**src/rtl/modn_updown_counter.sv**
```systemverilog
// Parametrised modulo-N up/down counter with load, saturate and cascade tc.
// Ports: clk, rst (sync, active-high), en, up, load, load_val, sat -> q, tc, wrap, load_err.
module modn_updown_counter #(
    parameter int MODULUS   = 10,
    parameter int WIDTH     = 4,
    parameter int RESET_VAL = 0
) (
    input  logic             clk,
    input  logic             rst,
    input  logic             en,
    input  logic             up,
    input  logic             load,
    input  logic [WIDTH-1:0] load_val,
    input  logic             sat,
    output logic [WIDTH-1:0] q,
    output logic             tc,
    output logic             wrap,
    output logic             load_err
);

    generate
        if (MODULUS < 2) begin : g_bad_modulus
            $error("modn_updown_counter: MODULUS must be >= 2");
        end
        if ((2 ** WIDTH) < MODULUS) begin : g_bad_width
            $error("modn_updown_counter: WIDTH too small for MODULUS");
        end
        if (RESET_VAL < 0 || RESET_VAL >= MODULUS) begin : g_bad_reset
            $error("modn_updown_counter: RESET_VAL out of range");
        end
    endgenerate

    // MAX always fits in WIDTH bits, so range checks compare against it
    // rather than MODULUS (which may equal 2**WIDTH).
    localparam logic [WIDTH-1:0] MAX  = WIDTH'(MODULUS - 1);
    localparam logic [WIDTH-1:0] RVAL = WIDTH'(RESET_VAL);
    localparam logic [WIDTH-1:0] ZERO = '0;
    localparam logic [WIDTH-1:0] ONE  = WIDTH'(1);

    logic [WIDTH-1:0] q_next;
    logic             wrap_next;
    logic             err_next;

    always_comb begin
        q_next    = q;
        wrap_next = 1'b0;
        err_next  = 1'b0;
        if (load) begin
            if (load_val > MAX) begin
                q_next   = MAX;
                err_next = 1'b1;
            end else begin
                q_next = load_val;
            end
        end else if (en) begin
            if (q > MAX) begin
                // Recover from an unreachable code toward the count direction.
                q_next = up ? ZERO : MAX;
            end else if (up) begin
                if (q == MAX) begin
                    if (!sat) begin
                        q_next    = ZERO;
                        wrap_next = 1'b1;
                    end
                end else begin
                    q_next = q + ONE;
                end
            end else begin
                if (q == ZERO) begin
                    if (!sat) begin
                        q_next    = MAX;
                        wrap_next = 1'b1;
                    end
                end else begin
                    q_next = q - ONE;
                end
            end
        end
    end

    always_ff @(posedge clk) begin
        if (rst) begin
            q        <= RVAL;
            wrap     <= 1'b0;
            load_err <= 1'b0;
        end else begin
            q        <= q_next;
            wrap     <= wrap_next;
            load_err <= err_next;
        end
    end

    // Independent of sat: a saturated counter at its bound still reports tc.
    assign tc = en & (up ? (q == MAX) : (q == ZERO));

endmodule
```
**config.mk**
```make
export PLATFORM = sky130hd
export DESIGN_NAME = modn_updown_counter
export DESIGN_NICKNAME = d
export VERILOG_FILES = /design/src/rtl/modn_updown_counter.sv
export SDC_FILE = /design/constraint.sdc
export NUM_CORES = 1
export LEC_CHECK = 0
export CAP_MARGIN = 40
export CORE_MARGIN = 5
export CORE_UTILIZATION = 25
export DETAILED_ROUTE_END_ITERATION = 6
export PLACE_DENSITY = 0.47
export SYNTH_ARGS = -nofsm -noshare
export SYNTH_HDL_FRONTEND = slang
export SYNTH_SLANG_ARGS = --single-unit
```
**constraint.sdc**
```tcl
create_clock -name clk -period 1.55 [get_ports clk]
set_clock_uncertainty 0.15 [all_clocks]
set_input_delay 0.31 -clock clk [delete_from_list [all_inputs] [get_ports clk]]
set_output_delay 0.31 -clock clk [all_outputs]
set_load 0.01 [all_outputs]
```
==> results of run 1 <==
final timing paths:
kind	from	to	slack [ns]	cells after the start
min	sat	wrap	0.34	2
max	q[0]	tc	-0.13	3
min reg2reg	q[0]	wrap	0.53	3
max reg2reg	q[0]	q[2]	-0.07	5
flip-flops by register name (all words and copies together) (netlist names):
register,count
q,4
load_err,1
wrap,1
stage by stage:
stage | utilization [%] | instances | total power, mW | setup WS [ns] | hold slack [ns]
2_1_floorplan | - | 59 | 0.294 | 0.0117 | 0.231
3_3_place_gp | 36.9 | 108 | 0.377 | -0.717 | 0.532
3_5_place_dp | 36.9 | 108 | 0.374 | -0.712 | 0.526
4_1_cts | 44.5 | 121 | 0.566 | -0.140 | 0.322
5_1_grt | 45.3 | 120 | 0.603 | -0.168 | 0.354
6_report | 45.3 | 120 | 0.569 | -0.127 | 0.344
synth_stat cells, drive strengths merged:
cell    number  area, µm²
nand2        2       7.51
nor3b        1       12.5
dfxtp        6        120
nor2         7       26.3
a211oi       1       7.51
nand3        1       5.00
o32ai        1       8.76
a221oi       4       35.0
a211o        1       8.76
o31a         1       8.76
and2         1       7.51
clkbuf       3       41.3
a32oi        1       8.76
and3         1       6.26
o311ai       1       8.76
a31o         1       8.76
a22oi        1       7.51
nor3         1       5.00
o21ai        3       15.0
o21a         1       7.51
and2b        1       7.51
a21oi        6       30.0
buf          3       27.5
or3          1       6.26
a21bo        1       10.0
and4         1       8.76
a21o         1       7.51
o221ai       1       8.76
and3b        2       17.5
inv          2       7.51
nor4         1       12.5
logic make-up after synthesis:
group                  after synthesis  synth area share [%]
AO/OA/AOI/OAI                       25                  36.3
buffers and inverters                8                  15.2
flip-flops                           6                  24.0
AND/OR/NAND/NOR                     20                  24.5
placed cells by master (no fill, tap or decap), types with 2 or more instances in the layout:
master           netlist  layout
dfxtp_2                0       3
dfxtp_1                6       3
buf_4                  0      15
a221oi_2               0       2
clkdlybuf4s50_1        0       7
inv_1                  2       2
buf_6                  2       6
a21oi_1                6       4
dlygate4sd2_1          0       7
clkbuf_4               0       3
nand2_1                2       2
a221oi_1               4       2
a21oi_2                0       2
and3b_1                2       2
nor2_1                 7       7
o21ai_0                3       2
cell type report:
| class | instances | share of cell area [%] |
|---|---|---|
| Sequential cell | 6 | 14.1 |
| Multi-Input combinational cell | 45 | 41.5 |
| Inverter | 2 | 0.853 |
| Timing Repair Buffer | 37 | 37.1 |
| Tap cell | 27 | 3.84 |
| Clock buffer | 3 | 2.56 |
routing by layer:
| layer | track usage, % | up-vias | share of wire [%] |
|---|---|---|---|
| met3 | 3.27 | 0 | 4.0 |
| met5 | 0 | - | 0 |
| met4 | 1.24 | 0 | 0 |
| met1 | 14.4 | 287 | 48 |
| li1 | - | 296 | - |
| met2 | 16.7 | 19 | 48 |
worst max-delay path: cells and delay by family, from the launching register on:
kind,cells,cell delay (ns)
AOI/OAI and AO/OA,1,0.13
buffers and inverters,1,0.14
DFF,1,0.32
and+or+nand+nor,1,0.39
power breakdown:
group | switching, mW | internal [mW]
registers | 0.00613 | 0.167
logic | 0.117 | 0.138
clock network | 0.0536 | 0.0874
repair_timing:
action | CTS | global route
buffers inserted | 10 | 0
setup endpoints to repair | 11 | 6
pin swaps | 12 | 2
resized for setup | 28 | 5
==> summary.md, run 1 <==
| Metric | Value |
|---|---|
| # rows | 16 |
| Final Setup Violations | 4 |
| WL per Instance | 12.2 µm |
| I/O pins | 17 |
| Die Width | 54.7 µm |
| Area grow syn2layout | 75.8% |
| Worst-Margin Slew | 0.284 ns |
| Largest net degree at the start of global routing | 14 |
| RSZ-0062 raised after global routing | true |
| H-Tree Level Count | 1 |
| Sequential element share of the synthesized area | 24.0% |
| Vias in the first global route | 557 |
| Register area | 124 µm² |
| Worst skew pair latency | 0.24 ns |
| Initial core utilization | 25.8% |
| Initial DRC Count | 15 |
| Sequence of cells on the critical path | or3_4 > a21oi_2 > buf_2 |
| IR drop worst, VDD | 0.416 mV |
| Hold Crit Class | primary input to flip-flop |
| Global-route wire length before repair | 2320 µm |
| # diodes | 0 |
| Status | complete, but fails checks |
| CP Data Arrival Time | 1.22 ns |
| Post-Synthesis Cells | 59 |
| Hold buffers post-CTS | 0 |
| Max Slew Vio Count | 0 |
| Reg clk slew, reported paths | 0.05 ns |
| Area of the multi-input gates | 365 µm² |
| Post-route ant nets | 0 |
| Crit path max-delay cell type | or3_4 |
| CP Launch Type | flip-flop |
| CTS Buffer Depth | 2 |
| GP Congestion | 0.733 |
| MaxCap Viol Count | 0 |
| Via Count | 602 |
| Layout cells sized above 1 | 41.9% |
| CTS sink count | 6 |
| Initial antenna violation count | 0 |
| Pleak | 0.392 nW |
| Critical path peak fanout | 2 |
| Post-DP Area | 717 µm² |
| Post-Syn Nets | 69 |
| Full die area | 3000 µm² |
| DP HPWL | 1000 µm |
| Setup CP Type | flip-flop to primary output |
| Failing checks | setup timing |
| Pwr dens | 647 nW/µm² |
| Worst Path Required | 1.09 ns |
| Ys Warns | 0 |
| NumNets Final | 105 |
| Final hold vios | 0 |
| Netlist Area Pre-Place | 500 µm² |
| Distinct cells, synth | 32 |
| Core area | 1940 µm² |
| DRC viols | 0 |
| Yosys reg bits | 6 |
| GRT Overall Usage | 10.6% |
| Setup ws final | -0.127 ns |
| Setup TNS | -0.247 ns |
| Slowest stage delay, CP | 0.39 ns |
| F_max | 596 MHz |
| Total detailed-routing wirelength | 1460 µm |
| Slew HR | 80.9% |
| CTS root buffer | clkbuf_4 |
| Post-route cell area | 880 µm² |
| Part of the cycle the worst path needs | 108% |
| Via density | 5.02 |
| CTS tree | yes |
| Post-Syn Area per Cell | 8.48 µm² |
| GR Overflow Total | 0 |
| Tmin final | 1.68 ns |
| I/O Buffers | 16 |
| CTS Buf Count | 3 |
| DRT Pass-1 Iters | 4 |
| Chip Height | 54.7 µm |
| CP Capture Type | primary output |
| Fillers | 208 |
No activity file was read; power rests on OpenSTA's default activity.
==> inputs of run 2 (changes only) <==
PLACE_DENSITY = 0.48   (was 0.47)
==> summary.md, run 2 (synthesis results as in run 1) <==
| Metric | Value |
|---|---|
| CTS Buffer Depth | 2 |
| Initial core utilization | 25.8% |
| Setup CP Type | flip-flop to primary output |
| H-Tree Level Count | 1 |
| Worst Path Required | 1.09 ns |
| GRT Overall Usage | 10.6% |
| Post-DP Area | 724 µm² |
| Total detailed-routing wirelength | 1420 µm |
| Post-route cell area | 818 µm² |
| Area grow syn2layout | 63.5% |
| Top reg by flops | q |
| Top flop regs | q (4), load_err (1), wrap (1) |
| CTS Buf Count | 3 |
| Part of the cycle the worst path needs | 108% |
| Via density | 5.00 |
| Tmin final | 1.68 ns |
| CTS sink count | 6 |
| CP Launch Type | flip-flop |
| Status | complete, but fails checks |
| MaxCap Viol Count | 0 |
| GR Overflow Total | 0 |
| Core area | 1940 µm² |
| DRC viols | 0 |
| Failing checks | setup timing |
| Final hold vios | 0 |
| Hold Crit Class | primary input to flip-flop |
| I/O pins | 17 |
| Setup TNS | -0.248 ns |
| Worst Path Buf+Inv | 1 |
| Final Setup Violations | 3 |
| Most frequent cells in the layout | buf_4, nor2_1, clkdlybuf4s50_1, dlygate4sd2_1 |
| Global-route wire length before repair | 2210 µm |
| GP Congestion | 0.767 |
| DP HPWL | 1060 µm |
| Largest net degree at the start of global routing | 14 |
| F_max | 596 MHz |
| # diodes | 0 |
| CTS root buffer | clkbuf_4 |
| CP Data Arrival Time | 1.22 ns |
| NumNets Final | 100 |
| Reg clk slew, reported paths | 0.05 ns |
| RSZ-0062 raised after global routing | true |
| Slew HR | 80.2% |
| Post-route ant nets | 0 |
| Initial antenna violation count | 0 |
| Slowest stage delay, CP | 0.38 ns |
| Worst-Margin Slew | 0.292 ns |
| CTS tree | yes |
| Vias in the first global route | 523 |
| Critical path peak fanout | 2 |
| Worst skew pair latency | 0.24 ns |
| Full die area | 3000 µm² |
| Max Slew Vio Count | 0 |
| Layout cells sized above 1 | 39.8% |
| Initial DRC Count | 21 |
| Chip Height | 54.7 µm |
| Setup ws final | -0.127 ns |
| Die Width | 54.7 µm |
| Max reg flops | 4 |
| IR drop worst, VDD | 0.443 mV |
| I/O Buffers | 16 |
| Sequence of cells on the critical path | or3_4 > a21oi_2 > buf_2 |
| WL per Instance | 12.3 µm |
| # rows | 16 |
| Via Count | 575 |
| Most common cell after layout, fill and taps aside | buf_4 |
| Crit path max-delay cell type | or3_4 |
| Delay-heaviest family, CP | simple AND/OR/NAND/NOR gates |
| DRT Pass-1 Iters | 4 |
| CP Capture Type | primary output |
| Pleak | 0.361 nW |
| Pwr dens | 669 nW/µm² |
## run 2: cell count changes in the layout (fill, tap and decap cells not counted), sizes merged
cell | before | now
clkdlybuf4s15 | 1 | 0
buf | 22 | 17
clkbuf | 3 | 4
## run 2: repair_timing
action                     in CTS  in global routing
buffers inserted                0                  3
hold buffers                    0                  0
gates resized for setup        20                 10
pin swaps                       1                  7
setup endpoints to repair      11                  6
## run 2: layout make-up
cell class | count | area, µm²
well taps | 27 | 33.8
fillers | 212 | 1120
repair buffers | 32 | 277
clock buffers | 3 | 22.5
inverters | 2 | 7.51
flip-flops and latches | 6 | 124
multi-input cells | 45 | 354
## run 2: report_power, final
part           internal, mW  total (mW)  switching, mW
registers             0.167       0.173        0.00599
logic                 0.122       0.232          0.111
clock network        0.0874       0.142         0.0542
total                 0.376       0.547          0.171
## run 2: path summary, 6_finish.rpt
kind / from / to / slack (ns) / cells after the start
worst max-delay path: q[3] / tc / -0.13 / 3
worst min-delay path: sat / wrap / 0.33 / 2
worst max register to register: q[1] / q[1] / -0.07 / 6
worst min register to register: q[2] / wrap / 0.53 / 4
## run 2: layer usage
| layer | part of all wire (%) | global-route usage (%) | up-vias | wire (µm) |
|---|---|---|---|---|
| met5 | 0 | 0 | - | 0 |
| met4 | 0 | 2.49 | 0 | 0 |
| met3 | 7.3 | 5.45 | 0 | 104 |
| met2 | 44 | 16.1 | 15 | 626 |
| met1 | 48 | 13.1 | 272 | 687 |
| li1 | - | - | 288 | - |
## run 2: metrics by stage
step | utilization (%) | power [mW] | worst slack (ns) | instances | hold slack (ns)
2_1_floorplan | - | 0.294 | 0.0117 | 59 | 0.231
3_3_place_gp | 37.3 | 0.378 | -0.719 | 109 | 0.530
3_5_place_dp | 37.3 | 0.379 | -0.710 | 109 | 0.528
4_1_cts | 39.3 | 0.531 | -0.143 | 112 | 0.321
5_1_grt | 42.1 | 0.587 | -0.181 | 115 | 0.352
6_report | 42.1 | 0.547 | -0.127 | 115 | 0.334
==> patch 1, RTL diff (config.mk and constraints of run 2) <==
The parameter `WIDTH` goes from 4 to 6.
--- a/src/rtl/modn_updown_counter.sv
+++ b/src/rtl/modn_updown_counter.sv
@@ -2,7 +2,7 @@
 // Ports: clk, rst (sync, active-high), en, up, load, load_val, sat -> q, tc, wrap, load_err.
 module modn_updown_counter #(
     parameter int MODULUS   = 10,
-    parameter int WIDTH     = 4,
+    parameter int WIDTH     = 6,
     parameter int RESET_VAL = 0
 ) (
     input  logic             clk,
Ports: changed (resized load_val and q); port bits go from 17 to 21. The function was not compared with the original's and may differ.
==> patch 1 against run 2 <==
The run still ends with negative setup slack left; non-clock buffer count up 29; sequential cell count increased by 2; routed wire length increased by 100%; power grew 76%; synthesized area grew 40%; worst setup slack got worse by 0.36 ns; design area increased by 68%; worst hold slack gained 0.14 ns.
==> patch 1: results (changes against run 2) <==
{
  "status": {
    "outcome": "finished with violations",
    "violations": "negative setup slack"
  },
  "layout": {
    "seqCellArea": {"value": 171, "unit": "sq um", "change": "+38%"},
    "nNetsFinal": {"value": 166, "change": "+66%"},
    "finish.utilization": {"value": 50.6, "unit": "%", "change": "+8.5 points"},
    "fillers": {"value": 279, "change": "+32%"},
    "layout.nonclk_buf_share": {"value": 36.4, "unit": "%", "change": "+2.6 points"},
    "non_clock_buffer_count": {"value": 61, "change": "+91%"}
  },
  "setup_path": {
    "max_stage_delay": {"value": 0.45, "unit": "ns", "change": "+0.07 ns"}
  },
  "placement": {
    "dpl-instance-area": {"value": 1250, "unit": "sq um", "change": "+73%"},
    "port_buffers": {"value": 20, "change": "+4"},
    "placement.setup.worst_slack": {"value": -0.668, "unit": "ns", "change": "+0.0424 ns"}
  },
  "pwr": {
    "p_leak": {"value": 0.596, "unit": "nW", "change": "+65%"},
    "worst_ir_drop_vdd": {"value": 438, "unit": "uV", "change": "-1.0%"},
    "cell_internal_pwr": {"value": 0.000613, "unit": "W", "change": "+63%"}
  },
  "floorplan": {
    "tapcell.inserted": {"value": 31, "change": "+15%"}
  },
  "synthesis": {
    "post_synth_fa_ha_maj_area_fraction": {"value": 7.17, "unit": "%", "change": "+7.2 points"},
    "synth_commonest_cells": "sky130_fd_sc_hd__a21oi_1 (8), sky130_fd_sc_hd__dfxtp_1 (8), sky130_fd_sc_hd__inv_1 (6), sky130_fd_sc_hd__nor2_1 (6), sky130_fd_sc_hd__o21ai_0 (6)",
    "yosys.cell_types.count": {"value": 40, "change": "+25%"},
    "synthesis.nets": {"value": 104, "change": "+51%"},
    "yosys-top-cells-area": "sky130_fd_sc_hd__dfxtp_1 (23%), sky130_fd_sc_hd__ha_1 (7.2%), sky130_fd_sc_hd__a21oi_1 (5.7%)",
    "synth.mux.area_fraction": {"value": 1.43, "unit": "%", "change": "+1.4 points"}
  },
  "sta": {
    "postLayoutSetupSlackWorst": {"value": -0.486, "unit": "ns", "change": "-0.359 ns"},
    "finalSetupTns": {"value": -3.38, "unit": "ns", "change": "-3.13 ns"},
    "setup-violations-final": {"value": 9, "change": "+6"}
  },
  "global_route": {
    "grt_pass1_wl": {"value": 4550, "unit": "microns", "change": "+110%"},
    "globalRouteTotalUtil": {"value": 14.8, "unit": "%", "change": "+4.2 points"}
  }
}
## patch 1: power groups by stage
stage,clock network [W],logic (W),registers (W)
global placement,0,0.000472,0.000250
finish,0.000176,0.000539,0.000248
floorplan,0,0.000215,0.000255
detailed placement,0,0.000478,0.000249
global route,0.000197,0.000576,0.000252
CTS,0.000183,0.000518,0.000248
## patch 1: logic make-up after synthesis
family,after synthesis
adders and majority gates,4
DFF,8
buffers and inverters,10
AOI/OAI and AO/OA,32
and+or+nand+nor,30
muxes,1
xor gates and xnor gates,3
## patch 1: path summary, 6_finish.rpt
check	startpoint	end	cells after the start
worst max-delay path	q[0]	q[0]	8
worst min-delay path	q[5]	q[5]	3
worst min register to register	q[5]	q[5]	3
worst max register to register	q[0]	q[0]	8
## patch 1: routing by layer
metal,vias to the layer above,global-route usage (%),wire length (microns)
met1,436,16.8,1190
li1,458,-,-
met5,-,0,0
met3,8,4.68,125
met4,0,3.18,32
met2,40,26.8,1500
==> patch 2, RTL diff (config.mk and constraints of run 2) <==
Without the edit above. The output `load_err` loses its register stage (`load_err` becomes a continuous assignment).
--- a/src/rtl/modn_updown_counter.sv
+++ b/src/rtl/modn_updown_counter.sv
@@ -82,13 +82,13 @@
         if (rst) begin
             q        <= RVAL;
             wrap     <= 1'b0;
-            load_err <= 1'b0;
         end else begin
             q        <= q_next;
             wrap     <= wrap_next;
-            load_err <= err_next;
         end
     end
+
+    assign load_err = err_next;
 
     // Independent of sat: a saturated counter at its bound still reports tc.
     assign tc = en & (up ? (q == MAX) : (q == ZERO));
Behaviour: not the same (a bounded check fails within 4 cycles, from zero or initial values and one cycle with rst high).
==> patch 2 against run 2 <==
The flow still finishes with violations (negative setup slack); power increased by 8.9%; synthesized area shrank 4.5%; critical path depth unchanged; worst hold slack better by 0.037 ns; routed wire length is 20% higher; utilization increased by 9.6 points; maximum frequency increased by 5.4%; design area up 12%; sequential cell count down 1; worst setup slack better by 0.086 ns; critical path type unchanged; largest cell class unchanged.
==> patch 2: results (changes against run 2) <==
{
  "synthesis": {
    "yosys-top-cells-area": "sky130_fd_sc_hd__dfxtp_1 (21%), sky130_fd_sc_hd__nor2_1 (7.1%), sky130_fd_sc_hd__a311oi_1 (5.5%)",
    "post_synth_fa_ha_maj_area_fraction": {"value": 0, "unit": "%", "change": "unchanged"},
    "synth_commonest_cells": "sky130_fd_sc_hd__nor2_1 (9), sky130_fd_sc_hd__dfxtp_1 (5), sky130_fd_sc_hd__buf_2 (4), sky130_fd_sc_hd__o21ai_0 (4), sky130_fd_sc_hd__a311oi_1 (3)",
    "synth-compound-area-share": {"value": 29.8, "unit": "%", "change": "-6.4 points"},
    "yosys.cell_types.count": {"value": 33, "change": "+3.1%"},
    "synth_seq_area_share": {"value": 20.9, "unit": "%", "change": "-3.1 points"}
  },
  "layout": {
    "reg_top3": "q (4), wrap (1)",
    "fillers": {"value": 189, "change": "-11%"},
    "nNetsFinal": {"value": 112, "change": "+12%"}
  },
  "detailed_routing": {
    "vias": {"value": 599, "change": "+4.2%"},
    "postRouteWirelength": {"value": 1700, "unit": "microns", "change": "+20%"}
  },
  "status": {
    "violations": "negative setup slack",
    "outcome": "finished with violations"
  },
  "placement": {
    "hpwlAfterDp": {"value": 1220, "unit": "microns", "change": "+15%"},
    "placement.setup.worst_slack": {"value": -0.632, "unit": "ns", "change": "+0.0781 ns"},
    "gp_congestion": {"value": 0.743, "change": "-3.1%"}
  },
  "setup_path": {
    "worstPathMaxFanout": {"value": 4, "change": "+2"},
    "worstPathArrival": {"value": 1.13, "unit": "ns", "change": "-0.09 ns"}
  },
  "global_route": {
    "globalRouteTotalUtil": {"value": 12.2, "unit": "%", "change": "+1.6 points"},
    "grt_start_max_net_pins": {"value": 11, "change": "-3"},
    "first_global_vias": {"value": 584, "change": "+12%"},
    "grt_pass1_wl": {"value": 2600, "unit": "microns", "change": "+18%"}
  },
  "sta": {
    "finalSetupTns": {"value": -0.0411, "unit": "ns", "change": "+0.207 ns"},
    "postLayoutSetupSlackWorst": {"value": -0.0411, "unit": "ns", "change": "+0.0862 ns"},
    "worstMarginPinSlew": {"value": 0.256, "unit": "ns", "change": "-0.0359 ns"},
    "setup-violations-final": {"value": 1, "change": "-2"}
  },
  "pwr": {
    "netSwitchingPower": {"value": 0.000196, "unit": "W", "change": "+15%"},
    "p_leak": {"value": 0.423, "unit": "nW", "change": "+17%"}
  }
}
==> patch 2: stage by stage <==
step,hold WS [ns],instance area [sq um],power (W),std cells
2_1_floorplan,0.232,478,0.000278,59
3_3_place_gp,0.520,781,0.000402,114
3_5_place_dp,0.524,781,0.000403,114
4_1_cts,0.479,840,0.000561,122
5_1_grt,0.401,913,0.000631,126
6_report,0.372,913,0.000596,126
==> patch 2: critical path, cell delays in order, from the launching register on <==
cell and delay, ns:
sky130_fd_sc_hd__dfxtp_2 0.34, sky130_fd_sc_hd__a21bo_4 0.22, sky130_fd_sc_hd__and4_1 0.19, sky130_fd_sc_hd__buf_2 0.14
==> patch 2: repair_timing <==
item,in CTS,in global routing
gates cloned,0,1
pin swaps,6,9
gates resized for setup,21,18
buffers inserted,4,4
setup endpoints to repair,10,7
==> patch 2: layer usage <==
layer	vias to the layer above	part of all wire, %	GRT usage, %
met5	-	0	0
li1	308	-	-
met4	0	0	3.83
met2	13	49	19.6
met1	278	48	17.2
met3	0	2.4	0.831
==> patch 2: cell type report <==
cell class	count	area (sq um)	share of cell area, %
clock buffers	4	26.3	2.88
multi-input cells	48	388	42.5
repair buffers	43	360	39.5
flip-flops and latches	5	104	11.4
well taps	25	31.3	3.42
inverters	1	3.75	0.411
==> patch 2: power groups by stage <==
| stage | Clock, W | Sequential [W] | Combinational [W] |
|---|---|---|---|
| detailed placement | 0 | 0.000149 | 0.000253 |
| global route | 0.000160 | 0.000155 | 0.000317 |
| CTS | 0.000157 | 0.000148 | 0.000257 |
| global placement | 0 | 0.000149 | 0.000253 |
| floorplan | 0 | 0.000158 | 0.000120 |
| finish | 0.000151 | 0.000153 | 0.000292 |
==> patch 2: cells by family (layout without fill, tap and decap cells) <==
| family | count (synthesis) | in the layout |
|---|---|---|
| simple gates | 27 | 27 |
| mux | 2 | 2 |
| flops | 5 | 5 |
| xor+xnor | 2 | 2 |
| compound gates | 17 | 17 |
| buf+inv | 6 | 48 |
==> patch 2: worst paths after layout <==
path / depth (start not counted) / slack [ns] / end / start
worst max register to register: 5 / 0.06 / q[1] / q[2]
worst max-delay path: 3 / -0.04 / tc / q[3]
worst min-delay path: 4 / 0.37 / q[3] / en
worst min register to register: 3 / 0.49 / q[2] / q[2]
